[config.mk]
export PLATFORM = sky130hd
export DESIGN_NAME = delay_tune_fsm
export DESIGN_NICKNAME = d
export VERILOG_FILES = /design/src/rtl/delay_tune_pkg.sv /design/src/rtl/early_vote.sv /design/src/rtl/delay_tune_fsm.sv
export SDC_FILE = /design/constraint.sdc
export NUM_CORES = 1
export LEC_CHECK = 0
export BUFFER_PORTS_ARGS = -buffer_cell sky130_fd_sc_hd__buf_2
export CAP_MARGIN = 20
export CELL_PAD_IN_SITES_DETAIL_PLACEMENT = 1
export CELL_PAD_IN_SITES_GLOBAL_PLACEMENT = 2
export CORE_MARGIN = 5
export CORE_UTILIZATION = 35
export DETAILED_ROUTE_END_ITERATION = 16
export PLACE_DENSITY = 0.81
export SETUP_SLACK_MARGIN = 0.2
export SKIP_CTS_REPAIR_TIMING = 1
export SYNTH_ARGS = -nofsm -noshare
export SYNTH_HDL_FRONTEND = slang
export SYNTH_SLANG_ARGS = --single-unit
[constraint.sdc]
create_clock -name clk -period 2.5 [get_ports clk]
set_input_delay 0.25 -clock clk [delete_from_list [all_inputs] [get_ports clk]]
set_output_delay 0.25 -clock clk [all_outputs]
set_load 0.1 [all_outputs]
[src/rtl/delay_tune_pkg.sv]
// rtl/delay_tune_pkg.sv - shared state encoding and code width for the delay tuner
package delay_tune_pkg;

  localparam int DLY_CODE_W = 4;

  typedef enum logic [2:0] {
    ST_IDLE,
    ST_SETTLE,
    ST_SAMPLE,
    ST_EVAL,
    ST_LOCK,
    ST_FAIL
  } state_t;

endpackage

[src/rtl/early_vote.sv]
// rtl/early_vote.sv - counts early=1 samples over one sample window and flags a majority
module early_vote #(
  parameter int SAMPLES = 5
) (
  input  logic clk,
  input  logic rst,
  input  logic clr,
  input  logic en,
  input  logic early,
  output logic majority
);

  logic [3:0] count;

  always_ff @(posedge clk or posedge rst) begin
    if (rst) begin
      count <= 4'd0;
    end else if (clr) begin
      count <= 4'd0;
    end else if (en && early) begin
      count <= count + 4'd1;
    end
  end

  assign majority = (count > 4'(SAMPLES / 2));

endmodule

[src/rtl/delay_tune_fsm.sv]
// rtl/delay_tune_fsm.sv - sweeps the delay code upward until the phase detector stops
// reporting early, then locks that code; manual override and abort supported
module delay_tune_fsm
  import delay_tune_pkg::*;
#(
  parameter int SETTLE_CYCLES = 8,
  parameter int SAMPLES       = 5
) (
  input  logic                  clk,
  input  logic                  rst,
  input  logic                  cal_start,
  input  logic                  early,
  input  logic                  manual_en,
  input  logic [DLY_CODE_W-1:0] manual_sel,
  output logic [DLY_CODE_W-1:0] delay_sel,
  output logic [DLY_CODE_W-1:0] lock_code,
  output logic                  cal_busy,
  output logic                  cal_done,
  output logic                  cal_fail
);

  localparam logic [7:0] SETTLE_LAST = 8'(SETTLE_CYCLES - 1);
  localparam logic [7:0] SAMPLE_LAST = 8'(SAMPLES - 1);
  localparam logic [DLY_CODE_W-1:0] CODE_MAX = '1;

  state_t                state;
  logic [DLY_CODE_W-1:0] code;
  logic [7:0]            cnt;
  logic                  vote_clr;
  logic                  vote_en;
  logic                  majority;

  assign vote_clr = (state == ST_SETTLE);
  assign vote_en  = (state == ST_SAMPLE);

  early_vote #(
    .SAMPLES (SAMPLES)
  ) u_vote (
    .clk      (clk),
    .rst      (rst),
    .clr      (vote_clr),
    .en       (vote_en),
    .early    (early),
    .majority (majority)
  );

  always_ff @(posedge clk or posedge rst) begin
    if (rst) begin
      state     <= ST_IDLE;
      code      <= '0;
      cnt       <= 8'd0;
      delay_sel <= '0;
      lock_code <= '0;
      cal_busy  <= 1'b0;
      cal_done  <= 1'b0;
      cal_fail  <= 1'b0;
    end else begin
      delay_sel <= manual_en ? manual_sel : code;
      cal_done  <= 1'b0;
      // cal_busy is only high in SETTLE/SAMPLE/EVAL, so it doubles as "abortable"
      if (cal_busy && manual_en) begin
        state    <= ST_IDLE;
        cnt      <= 8'd0;
        cal_busy <= 1'b0;
      end else begin
        case (state)
          ST_IDLE: begin
            if (cal_start && !manual_en) begin
              state    <= ST_SETTLE;
              code     <= '0;
              cnt      <= 8'd0;
              cal_busy <= 1'b1;
              cal_fail <= 1'b0;
            end else begin
              code <= lock_code;
            end
          end
          ST_SETTLE: begin
            if (cnt == SETTLE_LAST) begin
              cnt   <= 8'd0;
              state <= ST_SAMPLE;
            end else begin
              cnt <= cnt + 8'd1;
            end
          end
          ST_SAMPLE: begin
            if (cnt == SAMPLE_LAST) begin
              cnt   <= 8'd0;
              state <= ST_EVAL;
            end else begin
              cnt <= cnt + 8'd1;
            end
          end
          ST_EVAL: begin
            if (!majority) begin
              state     <= ST_LOCK;
              lock_code <= code;
              cal_done  <= 1'b1;
              cal_busy  <= 1'b0;
            end else if (code == CODE_MAX) begin
              state    <= ST_FAIL;
              cal_fail <= 1'b1;
              cal_busy <= 1'b0;
            end else begin
              code  <= code + 1'b1;
              state <= ST_SETTLE;
            end
          end
          ST_LOCK, ST_FAIL: state <= ST_IDLE;
          default:          state <= ST_IDLE;
        endcase
      end
    end
  end

endmodule

==> results.json, run 1 <==
{
  "power.share.clock": 0.181,
  "io_pins": 20,
  "setup_tns_ns": 0,
  "synth_cell_type_count": 42,
  "swShare": 0.483,
  "std_cell_rows": 24,
  "crit_arrival_ns": 2.28,
  "r2r-start": "state[1]",
  "routed_via_density": 5.44,
  "utilization": 0.419,
  "post-route-drc-count": 0,
  "cts_tree": "done",
  "hold_path_class": "in -> async",
  "finalClockSkew_ns": 0.00878,
  "initial_core_util": 0.364,
  "synth_top_family_by_area": "simple AND/OR/NAND/NOR gates",
  "synth-simple-area-share": 0.226,
  "root_buffer": "clkbuf_8",
  "synthAdderAreaFrac": 0.0390,
  "finalHoldViolations": 0,
  "syn_inst": 168,
  "coreArea_sq_um": 4410,
  "nFillCells": 525,
  "yosys_warnings": 0,
  "wl_per_cell_microns": 17.0,
  "synth_area_sq_um": 1610,
  "crit_path_start": "state[1]",
  "portBuffers": 19,
  "cts_buffer_depth": 2,
  "ys_seq_elements": 30,
  "firstDrtPassIters": 4,
  "wl_microns": 4140,
  "power_density_nw_per_um2": 1200,
  "relSlewSlack": 0.627,
  "worstPathMaxFanout": 12,
  "cts_buffers": 5,
  "slew_viol_final": 0,
  "status": "complete, no violations",
  "max_stage_delay_ns": 0.54,
  "power_frac_comb": 0.485,
  "hold_ws_ns": 0.0374,
  "antenna_found_initial": 0,
  "grt_overflow": 0,
  "grt_pass1_vias": 1465,
  "crit_slowest_cell": "dfrtp_1",
  "synth_flop_cell": "dfrtp_1",
  "worstMarginPinSlew_ns": 0.556,
  "die_area_sq_um": 6040,
  "p_int_uw": 1150,
  "syn-num-nets": 182,
  "rsz0062_at_grt": "no",
  "synth.area.mux_share": 0.0405,
  "synth-compound-area-share": 0.165,
  "cp-start-kind": "flop",
  "drt_iter0_markers": 89,
  "drive_gt1_frac": 0.198,
  "power.switching_uw": 1070,
  "ant_nets": 0,
  "clkTransAtPathRegs_ns": 0.07,
  "finalCritPeriodShare": 0.835,
  "crit_type": "reg -> reg",
  "worstSkewPairLatency_ns": 0.28,
  "dp_hpwl_microns": 3040,
  "grt_pass1_wl_microns": 6930,
  "gp_congestion": 0.783,
  "seq_power_share": 0.334,
  "cts.sinks": 30,
  "crit_required_ns": 2.69,
  "yosysSeqAreaShare": 0.468,
  "syn_to_final_growth_pct": 15.2,
  "synth-edff-count": 0,
  "synth_area_per_cell_sq_um": 9.56,
  "crit_chain": "or3b_4 -> a31oi_4 -> o21ai_2 -> or4_1 -> o211ai_1",
  "vdd_drop_max_mv": 0.400,
  "setup_viol": 0,
  "num_antenna_cells": 0,
  "clock.fmax_mhz": 479,
  "end_kind": "flop",
  "vias": 1328,
  "synth_xor_area_frac": 0.0218,
  "layout_min_cycle_time_ns": 2.09,
  "nets": 205,
  "r2r_slack_ns": 0.41,
  "async_reset_ff_frac": 1.00,
  "p_leak_uw": 0.000931,
  "maxCapViolCount": 0,
  "dieHeight_microns": 77.7,
  "die_x_microns": 77.7,
  "grt_use_total": 0.145,
  "grt_max_degree": 31,
  "cts_max_level": 2
}
stage by stage:
step	setup WS, ns	cells	instance area (sq um)	total power, uW
floorplan	0.519	168	1610	1590
global placement	0.395	236	1750	1770
detailed placement	0.251	236	1750	1830
CTS	0.241	244	1850	2250
global route	0.313	244	1850	2390
finish	0.413	244	1850	2220
Yosys cell counts (3+ instances only):
cell      n  share of area
a21o_1    5          0.023
a21oi_1   7          0.022
a31oi_1   3          0.012
and3_1    5          0.019
buf_2     3         0.0094
dfrtp_1  30           0.47
ha_1      5          0.039
inv_1     8          0.019
mux2_2    4          0.028
nand2_1  23          0.054
nand3_1   3         0.0094
nand4_1   3          0.012
nor2_1   12          0.028
nor3_1    4          0.012
nor3b_1   5          0.023
o21ai_0   7          0.022
o21ai_1   7          0.022
power by group through the flow:
| stage | sequential (uW) | combinational (uW) | clock [uW] |
|---|---|---|---|
| floorplan | 919 | 669 | 0 |
| global placement | 735 | 1030 | 0 |
| detailed placement | 750 | 1080 | 0 |
| CTS | 743 | 1080 | 422 |
| global route | 762 | 1180 | 441 |
| finish | 743 | 1080 | 403 |
logic make-up (layout without fill, tap and decap cells):
logic type,count (synthesis),in the layout
muxes,6,6
xor gates and xnor gates,4,4
adders and majority gates,5,5
AOI/OAI and AO/OA,41,41
and+or+nand+nor,68,68
DFF,30,30
buffers and inverters,14,38
cells in the final DEF, fill, tap and decap left out, types with 2 or more instances in the layout:
cell,instances
mux2_2,4
a21oi_1,7
nor3b_1,5
a211oi_1,2
xor2_1,2
and3_1,5
ha_1,5
xnor2_1,2
and2_1,2
clkbuf_8,6
nor3_1,4
o211ai_1,2
nand2b_1,2
mux2i_1,2
nand3_1,3
nand2_1,23
o22ai_1,2
a21o_1,5
o21ai_1,6
inv_1,8
nand4_1,3
buf_4,3
nor2_1,12
buf_2,19
dfrtp_1,30
a31oi_1,3
o21ai_0,7
layout make-up:
cell class	count	area, sq um	area share
Sequential cell	30	751	0.406
Inverter	8	30.0	0.0162
Clock inverter	1	5.00	0.00271
Multi-Input combinational cell	124	795	0.430
Tap cell	52	65.1	0.0352
Timing Repair Buffer	22	118	0.0636
Clock buffer	7	86.3	0.0467
layer usage:
layer	part of all wire	GRT usage	routed length, microns	vias up
li1	-	-	-	641
met1	0.47	0.185	1930	656
met2	0.49	0.237	2020	24
met3	0.031	0.0382	127	7
met4	0.016	0.0533	65	0
met5	0	0	0	-
sequential cells by signal, summed over array words and instances (netlist names):
signal        flops
cnt               8
code              4
delay_sel         4
lock_code         4
u_vote.count      4
state             3
cal_busy          1
cal_done          1
cal_fail          1
worst paths after layout:
kind | to | depth (start not counted)
min in group clk | delay_sel[1] | 2
worst min register to register | lock_code[3] | 2
worst min-delay path | u_vote.count[1] | 3
worst max register to register | cnt[7] | 5
max in group asynchronous | code[3] | 3
worst max-delay path | cnt[7] | 5
worst max-delay path: cells and delay by family, from the launching register on:
family | cells | cell delay (ns)
AOI/OAI and AO/OA | 3 | 0.50
DFF | 1 | 0.54
and+or+nand+nor | 2 | 0.95
Power figures use the tool's default switching activity.
==> run 2, diff against run 1 <==
Settings changed: CORE_UTILIZATION 35 to 32, PLACE_DENSITY 0.81 to 0.78.
Clock period 2.5 ns to 1.83 ns, I/O delays scaled along.
==> results.json, run 2 (same netlist as run 1, synthesis figures left out) <==
{
  "status": "finished with violations",
  "violations": "hold timing",
  "grt_pass1_vias": 1531,
  "initial_core_util": 0.335,
  "worstSkewPairLatency_ns": 0.28,
  "finalHoldViolations": 30,
  "root_buffer": "clkbuf_8",
  "finalWorstSetupSlack_ns": 0.0426,
  "io_pins": 20,
  "setup_tns_ns": 0,
  "wl_microns": 4580,
  "finalClockSkew_ns": 0.00753,
  "wl_per_cell_microns": 16.3,
  "cts_buffer_depth": 2,
  "regArea_sq_um": 759,
  "clkTransAtPathRegs_ns": 0.07,
  "clock.fmax_mhz": 559,
  "crit_type": "reg -> reg",
  "worstPathMaxFanout": 4,
  "post-place-ws_ns": 0.0480,
  "cp-start-kind": "flop",
  "crit_required_ns": 2.02,
  "final_area_sq_um": 2110,
  "hold_ws_ns": -0.0301,
  "die_area_sq_um": 6530,
  "die_x_microns": 80.8,
  "relSlewSlack": 0.671,
  "nFillCells": 567,
  "layout_min_cycle_time_ns": 1.79,
  "dieHeight_microns": 80.8,
  "drive_gt1_frac": 0.350,
  "std_cell_rows": 25,
  "grt_max_degree": 31,
  "coreArea_sq_um": 4790,
  "maxCapViolCount": 0,
  "grt_overflow": 0,
  "post-route-drc-count": 0,
  "worstMarginPinSlew_ns": 0.497,
  "grt_use_total": 0.147,
  "crit_arrival_ns": 1.98,
  "vias": 1424,
  "vdd_drop_max_mv": 0.586,
  "firstDrtPassIters": 4,
  "met1_length_microns": 1940,
  "cts_buffers": 5,
  "dp_hpwl_microns": 3300,
  "drt_iter0_markers": 50,
  "slew_viol_final": 0,
  "setup_viol": 0,
  "hold_path_class": "in -> async",
  "routed.top_layer": "met4",
  "dpl.cell_count": 262,
  "rsz0062_at_grt": "yes",
  "design_power_total_uw": 3540,
  "ant_nets": 0,
  "finalCritPeriodShare": 0.977,
  "stdcell_count": 281,
  "end_kind": "flop",
  "antenna_found_initial": 0,
  "multiInputGateArea_sq_um": 865,
  "final_cell_mix": "dfrtp_1, buf_4, nand2_1, buf_2, nor2_1",
  "routed_via_density": 5.07,
  "portBuffers": 19,
  "wl_met3_microns": 144,
  "largest_register_ffs": 8,
  "cts_tree": "done",
  "dpl_cell_area_sq_um": 1880,
  "cts.sinks": 30,
  "nets": 228,
  "num_antenna_cells": 0,
  "gp_congestion": 0.811,
  "syn_to_final_growth_pct": 31.3,
  "p_leak_uw": 0.00104,
  "cts_max_level": 2,
  "grt_pass1_wl_microns": 7290,
  "max_flop_register": "cnt",
  "wl_met2_microns": 2410,
  "power_density_nw_per_um2": 1680
}
run 2: cell type report:
cell class                      instances  share of cell area
Multi-Input combinational cell        124               0.410
Sequential cell                        30               0.360
Inverter                                8              0.0142
Timing Repair Buffer                   45               0.139
Clock buffer                            7              0.0362
Tap cell                               67              0.0398
run 2: metrics by stage:
stage / util / hold WS, ns
final: 0.441 / -0.0301
after global routing: 0.441 / 0.00332
after CTS: 0.408 / -0.0195
after detailed placement: 0.392 / 0.287
after global placement: 0.392 / 0.283
after floorplan: - / 0.274
run 2: worst max-delay path, stage by stage, from the launching register on:
cell	delay (ns)
dfrtp_2	0.41
or3b_4	0.42
a31oi_4	0.22
o21ai_4	0.11
or4_1	0.42
o211ai_1	0.12
run 2: where the power goes:
group / internal, uW / switching (uW) / total, uW
logic: 823 / 1280 / 2100
registers: 823 / 116 / 939
clock network: 261 / 236 / 497
run 2: path summary, 6_finish.rpt:
kind                                endpoint           from  slack [ns]  cells after the start
min in group clk                delay_sel[0]  manual_sel[0]        0.14                      2
worst max register to register        cnt[7]       state[2]        0.04                      5
max in group asynchronous           cal_busy            rst        1.53                      3
worst max-delay path                  cnt[7]       state[2]        0.04                      5
worst min-delay path                  cnt[3]            rst       -0.03                      3
worst min register to register  lock_code[0]   lock_code[0]        0.51                      2
run 2: metal layers:
metal,vias to the layer above,global-route usage
li1,685,-
met1,708,0.165
met2,22,0.259
met3,9,0.0432
met4,0,0.0608
met5,-,0
